`src/rtl/cla_pipe_if.sv`:
```
// rtl/cla_pipe_if.sv - operand/result handshake bundle for cla_pipe_adder (CLA_SUB_EN adds sub/ovf)
interface cla_pipe_if #(
  parameter int WIDTH = 16
);
  logic             in_valid;
  logic             in_ready;
  logic [WIDTH-1:0] a;
  logic [WIDTH-1:0] b;
  logic             cin;
  logic             out_valid;
  logic             out_ready;
  logic [WIDTH-1:0] sum;
  logic             cout;
`ifdef CLA_SUB_EN
  logic             sub;
  logic             ovf;
`endif

  // Operand source / result consumer side.
  modport master (
    output in_valid, a, b, cin, out_ready,
`ifdef CLA_SUB_EN
    output sub,
    input  ovf,
`endif
    input  in_ready, out_valid, sum, cout
  );

  // Adder side.
  modport slave (
    input  in_valid, a, b, cin, out_ready,
`ifdef CLA_SUB_EN
    input  sub,
    output ovf,
`endif
    output in_ready, out_valid, sum, cout
  );
endinterface

```
`src/rtl/cla_pipe_adder.sv`:
```
// rtl/cla_pipe_adder.sv - carry-pipelined lookahead adder, one BLK-bit slice per stage (CLA_SUB_EN adds subtract)
module cla_pipe_adder #(
  parameter int WIDTH = 16,
  parameter int BLK   = 4
) (
  input logic        clk,
  input logic        rst,
  cla_pipe_if.slave  bus
);
  localparam int STAGES = WIDTH / BLK;

  if (BLK < 1 || (WIDTH % BLK) != 0) begin : g_bad_cfg
    $error("cla_pipe_adder: WIDTH must be a positive multiple of BLK");
  end

  // BLK-bit generate/propagate lookahead.
  // Returns {carry into block MSB, block carry out, block sum}.
  function automatic logic [BLK+1:0] cla_block(input logic [BLK-1:0] x,
                                               input logic [BLK-1:0] y,
                                               input logic           c0);
    logic [BLK-1:0] g;
    logic [BLK-1:0] p;
    logic [BLK:0]   c;
    logic           term;
    logic           pp;
    g    = x & y;
    p    = x ^ y;
    c[0] = c0;
    for (int i = 0; i < BLK; i++) begin
      // Carry in survives only if every lower bit propagates.
      term = c0;
      for (int j = 0; j <= i; j++) term = term & p[j];
      // Any generate at bit j whose higher bits up to i all propagate.
      for (int j = 0; j <= i; j++) begin
        pp = g[j];
        for (int k = j + 1; k <= i; k++) pp = pp & p[k];
        term = term | pp;
      end
      c[i+1] = term;
    end
    return {c[BLK-1], c[BLK], p ^ c[BLK-1:0]};
  endfunction

  logic             adv;
  logic [WIDTH-1:0] b_eff;
  logic             c_eff;

  // Subtraction folds into the adder as a + ~b + 1 at the pipe entry.
`ifdef CLA_SUB_EN
  assign b_eff = bus.sub ? ~bus.b : bus.b;
  assign c_eff = bus.sub ? 1'b1 : bus.cin;
`else
  assign b_eff = bus.b;
  assign c_eff = bus.cin;
`endif

  for (genvar k = 0; k < STAGES; k++) begin : g_stage
    logic             v;
    logic             c;
    logic [WIDTH-1:0] s_r;
    logic             v_in;
    logic             ci;
    logic [WIDTH-1:0] a_in;
    logic [WIDTH-1:0] b_in;
    logic [WIDTH-1:0] s_in;
    logic [WIDTH-1:0] s_nxt;
    logic [BLK+1:0]   res;

    if (k == 0) begin : g_head
      assign v_in = bus.in_valid;
      assign ci   = c_eff;
      assign a_in = bus.a;
      assign b_in = b_eff;
      assign s_in = '0;
    end else begin : g_body
      assign v_in = g_stage[k-1].v;
      assign ci   = g_stage[k-1].c;
      assign a_in = g_stage[k-1].g_skew.a_r;
      assign b_in = g_stage[k-1].g_skew.b_r;
      assign s_in = g_stage[k-1].s_r;
    end

    assign res = cla_block(a_in[k*BLK +: BLK], b_in[k*BLK +: BLK], ci);

    // Lower slices pass through; this stage fills in its own slice.
    always_comb begin
      s_nxt                 = s_in;
      s_nxt[k*BLK +: BLK]   = res[BLK-1:0];
    end

    // Stage valid, block carry and partial sum shift together on advance.
    always_ff @(posedge clk or posedge rst) begin
      if (rst) begin
        v   <= 1'b0;
        c   <= 1'b0;
        s_r <= '0;
      end else if (adv) begin
        v   <= v_in;
        c   <= res[BLK];
        s_r <= s_nxt;
      end
    end

    if (k < STAGES - 1) begin : g_skew
      logic [WIDTH-1:0] a_r;
      logic [WIDTH-1:0] b_r;
      // Operand skew registers carry the not-yet-added upper slices.
      always_ff @(posedge clk or posedge rst) begin
        if (rst) begin
          a_r <= '0;
          b_r <= '0;
        end else if (adv) begin
          a_r <= a_in;
          b_r <= b_in;
        end
      end
    end else begin : g_tail
      logic unused_tail;
      assign unused_tail = ^{a_in, b_in, res[BLK+1]};
    end
  end

  // Global stall: the whole pipe moves only when the output slot frees up.
  assign adv          = ~g_stage[STAGES-1].v | bus.out_ready;
  assign bus.in_ready = adv;
  assign bus.out_valid = g_stage[STAGES-1].v;
  assign bus.sum      = g_stage[STAGES-1].s_r;
  assign bus.cout     = g_stage[STAGES-1].c;

`ifdef CLA_SUB_EN
  logic ovf_q;
  // Signed overflow of the top slice, registered alongside the final sum.
  always_ff @(posedge clk or posedge rst) begin
    if (rst) begin
      ovf_q <= 1'b0;
    end else if (adv) begin
      ovf_q <= g_stage[STAGES-1].res[BLK+1] ^ g_stage[STAGES-1].res[BLK];
    end
  end
  assign bus.ovf = ovf_q;
`endif
endmodule

```
`src/flat_wrapper.sv`:
```
// flat-port wrapper written by rule: the top's interface ports become plain ports
module cla_pipe_adder_flat 
#(
  parameter int WIDTH = 16,
  parameter int BLK   = 4
)
  (clk, rst, bus_in_valid, bus_a, bus_b, bus_cin, bus_out_ready, bus_in_ready, bus_out_valid, bus_sum, bus_cout);
  cla_pipe_if #(.WIDTH(WIDTH)) bus_i ();
  input logic clk;
  input logic rst;
  input wire logic [$bits(bus_i.in_valid)-1:0] bus_in_valid;
  input wire logic [$bits(bus_i.a)-1:0] bus_a;
  input wire logic [$bits(bus_i.b)-1:0] bus_b;
  input wire logic [$bits(bus_i.cin)-1:0] bus_cin;
  input wire logic [$bits(bus_i.out_ready)-1:0] bus_out_ready;
  output wire logic [$bits(bus_i.in_ready)-1:0] bus_in_ready;
  output wire logic [$bits(bus_i.out_valid)-1:0] bus_out_valid;
  output wire logic [$bits(bus_i.sum)-1:0] bus_sum;
  output wire logic [$bits(bus_i.cout)-1:0] bus_cout;
  assign bus_i.in_valid = bus_in_valid;
  assign bus_i.a = bus_a;
  assign bus_i.b = bus_b;
  assign bus_i.cin = bus_cin;
  assign bus_i.out_ready = bus_out_ready;
  assign bus_in_ready = bus_i.in_ready;
  assign bus_out_valid = bus_i.out_valid;
  assign bus_sum = bus_i.sum;
  assign bus_cout = bus_i.cout;
  cla_pipe_adder #(.WIDTH(WIDTH), .BLK(BLK)) u_core (.clk(clk), .rst(rst), .bus(bus_i));
endmodule
```
`config.mk`:
```
export PLATFORM = sky130hd
export DESIGN_NAME = cla_pipe_adder_flat
export DESIGN_NICKNAME = d
export VERILOG_FILES = /design/src/rtl/cla_pipe_if.sv /design/src/rtl/cla_pipe_adder.sv /design/src/flat_wrapper.sv
export SDC_FILE = /design/constraint.sdc
export NUM_CORES = 1
export LEC_CHECK = 0
export ABC_AREA = 1
export CAP_MARGIN = 20
export CORE_ASPECT_RATIO = 2
export CORE_MARGIN = 2
export CORE_UTILIZATION = 35
export DETAILED_ROUTE_END_ITERATION = 6
export SLEW_MARGIN = 40
export SYNTH_ARGS = -nofsm -noshare
export SYNTH_HDL_FRONTEND = slang
export SYNTH_SLANG_ARGS = --single-unit
export TNS_END_PERCENT = 100
```
`constraint.sdc`:
```
create_clock -name clk -period 8.8 [get_ports clk]
set_clock_uncertainty 0.05 [all_clocks]
set_input_delay 1.76 -clock clk [delete_from_list [all_inputs] [get_ports clk]]
set_output_delay 1.76 -clock clk [all_outputs]
set_load 0.05 [all_outputs]
```
==> impl_metrics.py <==
metrics = {
    "clock_tree": {
        "clk_path_buf_depth": 2,
        "clk_pin_slew_ns": 0.06,
        "insertion_delay_ns": 0.34,
        "htreeDepth": 3,
        "cts_resized": 0,
        "cts_tree": "done",
        "cts_buffers": 9,
        "cts-root-buf": "clkbuf_16",
        "clock-sinks": 96,
        "post_cts.repair.setup_buffers": 0,
        "holdBufCountCts": 0,
    },
    "power_and_ir_drop": {
        "cellInternalPower_w": 0.00117,
        "combPwrFrac_pct": 37.8,
        "p_sw_share_pct": 38.0,
        "clockPowerShare_pct": 22.7,
        "power_w": 0.00188,
        "powerDensity_mw_per_mm2": 366,
        "p_leak_nw": 2.57,
        "seqPwrFrac_pct": 39.5,
        "power.switching_w": 0.000713,
        "peakVddDrop_uv": 148,
    },
    "detailed_routing": {
        "met1Wirelength_um": 3270,
        "vias_per_cell": 4.53,
        "routedWlPerCell_um": 12.0,
        "drt_iter0_drc": 249,
        "met3RoutedLength_um": 227,
        "dr_total_vias": 2965,
        "wl_met2_um": 4060,
        "highest_layer": "met4",
        "drc_errors": 0,
        "ant_nets": 0,
        "wirelength_um": 7820,
        "first_pass_iters": 4,
    },
    "setup_path": {
        "crit_arrival_ns": 3.52,
        "crit_type": "in -> out",
        "endpoint_kind": "primary output",
        "crit_required_ns": 6.99,
        "path_max_fanout": 45,
        "reg2reg_depth": 7,
        "start_kind": "primary input",
    },
    "synthesis": {
        "synth_cells": 456,
        "synthArstFlopShare_pct": 100,
        "synth_cell_types": 19,
        "synth_edf_count": 0,
        "synth.area.mux_share_pct": 0,
        "synthFlopType": "dfrtp_1",
        "synth_top_family_by_area": "simple AND/OR/NAND/NOR gates",
        "synth_area_mm2": 0.00413,
        "synth-simple-area-share_pct": 22.0,
        "yosys.area_share.adder_pct": 7.99,
        "synth_compound_area_share_pct": 5.87,
        "synth_xor_area_share_pct": 0.848,
        "syn_avg_cell_area_um2": 9.06,
        "ys_warn_count": 0,
        "synth-seq-area-share_pct": 58.1,
        "synth_seq_cells": 96,
        "syn-num-nets": 517,
    },
    "final_layout": {
        "final_nets": 567,
        "final-seq-area_mm2": 0.00240,
        "final_core_util_pct": 44.1,
        "multi_input_area_mm2": 0.00152,
        "stdcell_count": 654,
        "antennaDiodeCount": 0,
        "area_delta_synth_final_pct": 24.3,
        "drive_above_1_share_pct": 3.93,
        "fillers": 1186,
    },
    "die": {
        "core-area_mm2": 0.0116,
        "dieHeight_um": 158,
        "die-area_mm2": 0.0127,
        "initial_core_util_pct": 35.5,
        "die_w_um": 80.8,
        "ios": 56,
        "fp-row-count": 56,
    },
    "timing": {
        "max-slew-margin-rel_pct": 52.7,
        "worstMarginPinSlew_ns": 0.710,
        "tns_ns": 0,
        "slew_viol_final": 0,
        "min_period_ns": 5.33,
        "rsz0062_at_grt": "false",
        "period_share_pct": 60.5,
        "setup-violations-final": 0,
        "fmax_mhz": 188,
        "finalHoldViolations": 0,
    },
    "global_routing": {
        "grt_pass1_wl_um": 13100,
        "grt_pass1_vias": 2838,
        "grt_max_degree": 94,
        "overflow": 0,
        "grt_antenna_before_repair": 0,
        "grt_use_total_pct": 13.4,
    },
    "hold_path": {
        "worstHoldPathCells": 2,
        "hold_class": "reg -> reg",
    },
    "placed_design": {
        "placed_cells": 640,
        "gp_congestion": 0.744,
        "port_buffers": 55,
        "dpl.hpwl_um": 5190,
    },
    "job": {
        "cap_violations": 0,
    },
    "status": {
        "status": "completed",
    },
}
-- layer usage --
| layer | global-route usage (%) | up-vias |
|---|---|---|
| li1 | - | 1507 |
| met1 | 15.7 | 1405 |
| met2 | 22.5 | 38 |
| met3 | 2.74 | 15 |
| met4 | 7.02 | 0 |
| met5 | 0 | - |
-- final timing paths --
path | startpoint | endpoint | slack [ns]
setup / recovery | bus_out_ready | bus_in_ready | 3.47
hold / removal | u_core.g_stage[2].v$_DFFE_PP0P_ | u_core.bus.out_valid$_DFFE_PP0P_ | 0.41
setup reg to reg | u_core.bus.out_valid$_DFFE_PP0P_ | u_core.g_stage[0].s_r[2]$_DFFE_PP0P_ | 6.98
hold reg to reg | u_core.g_stage[2].v$_DFFE_PP0P_ | u_core.bus.out_valid$_DFFE_PP0P_ | 0.41
max in group asynchronous | rst | u_core.g_stage[0].g_skew.b_r[7]$_DFFE_PP0P_ | 6.10
min in group asynchronous | rst | u_core.g_stage[2].v$_DFFE_PP0P_ | 1.65
-- cell usage after synthesis (all sizes together) (2+ instances only) --
cell / n / area share (%)
dfrtp: 96 / 58
o22ai: 2 / 0.30
nor2: 11 / 1.2
a21oi: 3 / 0.36
ha: 20 / 6.1
nand3b: 4 / 0.73
nand2: 206 / 19
buf: 10 / 1.4
nand3: 10 / 1.2
xnor2: 4 / 0.85
inv: 32 / 2.9
fa: 4 / 1.9
o21ai: 43 / 5.2
clkbuf: 10 / 0.91
-- registers in the layout (all words and copies together), names as in the netlist --
| signal | cells |
|---|---|
| u_core.g_stage.g_skew.b_r | 24 |
| u_core.g_stage.s_r | 24 |
| u_core.bus.cout | 1 |
| u_core.g_stage.v | 3 |
| u_core.bus.sum | 16 |
| u_core.g_stage.c | 3 |
| u_core.bus.out_valid | 1 |
| u_core.g_stage.g_skew.a_r | 24 |
-- stage by stage --
stage | setup slack [ns] | hold WS [ns] | area, um^2
detailed placement | 3.49 | 0.401 | 4810
floorplan | 4.48 | 0.370 | 4130
global placement | 3.48 | 0.387 | 4800
global route | 3.40 | 0.446 | 5130
CTS | 3.49 | 0.417 | 5130
finish | 3.47 | 0.412 | 5130
-- cell usage in the layout, fill, tap and decap left out, drive strengths merged --
cell type,netlist,layout
nand2,206,206
dfrtp,96,96
clkdlybuf4s50,0,55
o21ai,43,43
inv,32,32
ha,20,20
nor2,11,11
nand3,10,10
clkbuf,10,10
xnor2,4,4
nand3b,4,4
fa,4,4
buf,10,4
a21oi,3,3
bufinv,0,3
o22ai,2,2
nand4,1,1
clkinv,0,1
-- final cells by class --
| type | count | share of cell area (%) |
|---|---|---|
| clock buffer | 10 | 4.46 |
| timing repair buffer | 59 | 11.5 |
| tap | 145 | 3.53 |
| sequential | 96 | 46.8 |
| clock inverter | 4 | 1.85 |
| inverter | 32 | 2.39 |
| multi-input combinational | 308 | 29.5 |
-- cell families (layout without fill, tap and decap cells) --
family | count (synthesis) | count (layout)
flops | 96 | 96
compound gates | 48 | 48
xor+xnor | 4 | 4
fa+ha+maj | 24 | 24
simple gates | 232 | 232
buf+inv | 52 | 105
-- critical path: stages --
cell             delay [ns]
clkdlybuf4s50_1        0.45
nor2_4                 0.11
buf_4                  0.39
inv_2                  0.08
clkdlybuf4s50_1        0.71
-- power groups by stage --
stage                     clock network (W)  registers, W  logic [W]
final                              0.000427      0.000742   0.000709
after detailed placement                  0      0.000752   0.000720
after CTS                          0.000440      0.000745   0.000725
after floorplan                           0      0.000859   0.000393
after global placement                    0      0.000745   0.000702
after global routing               0.000460      0.000766   0.000811
Note: power is estimated with default switching activity, not from simulation.
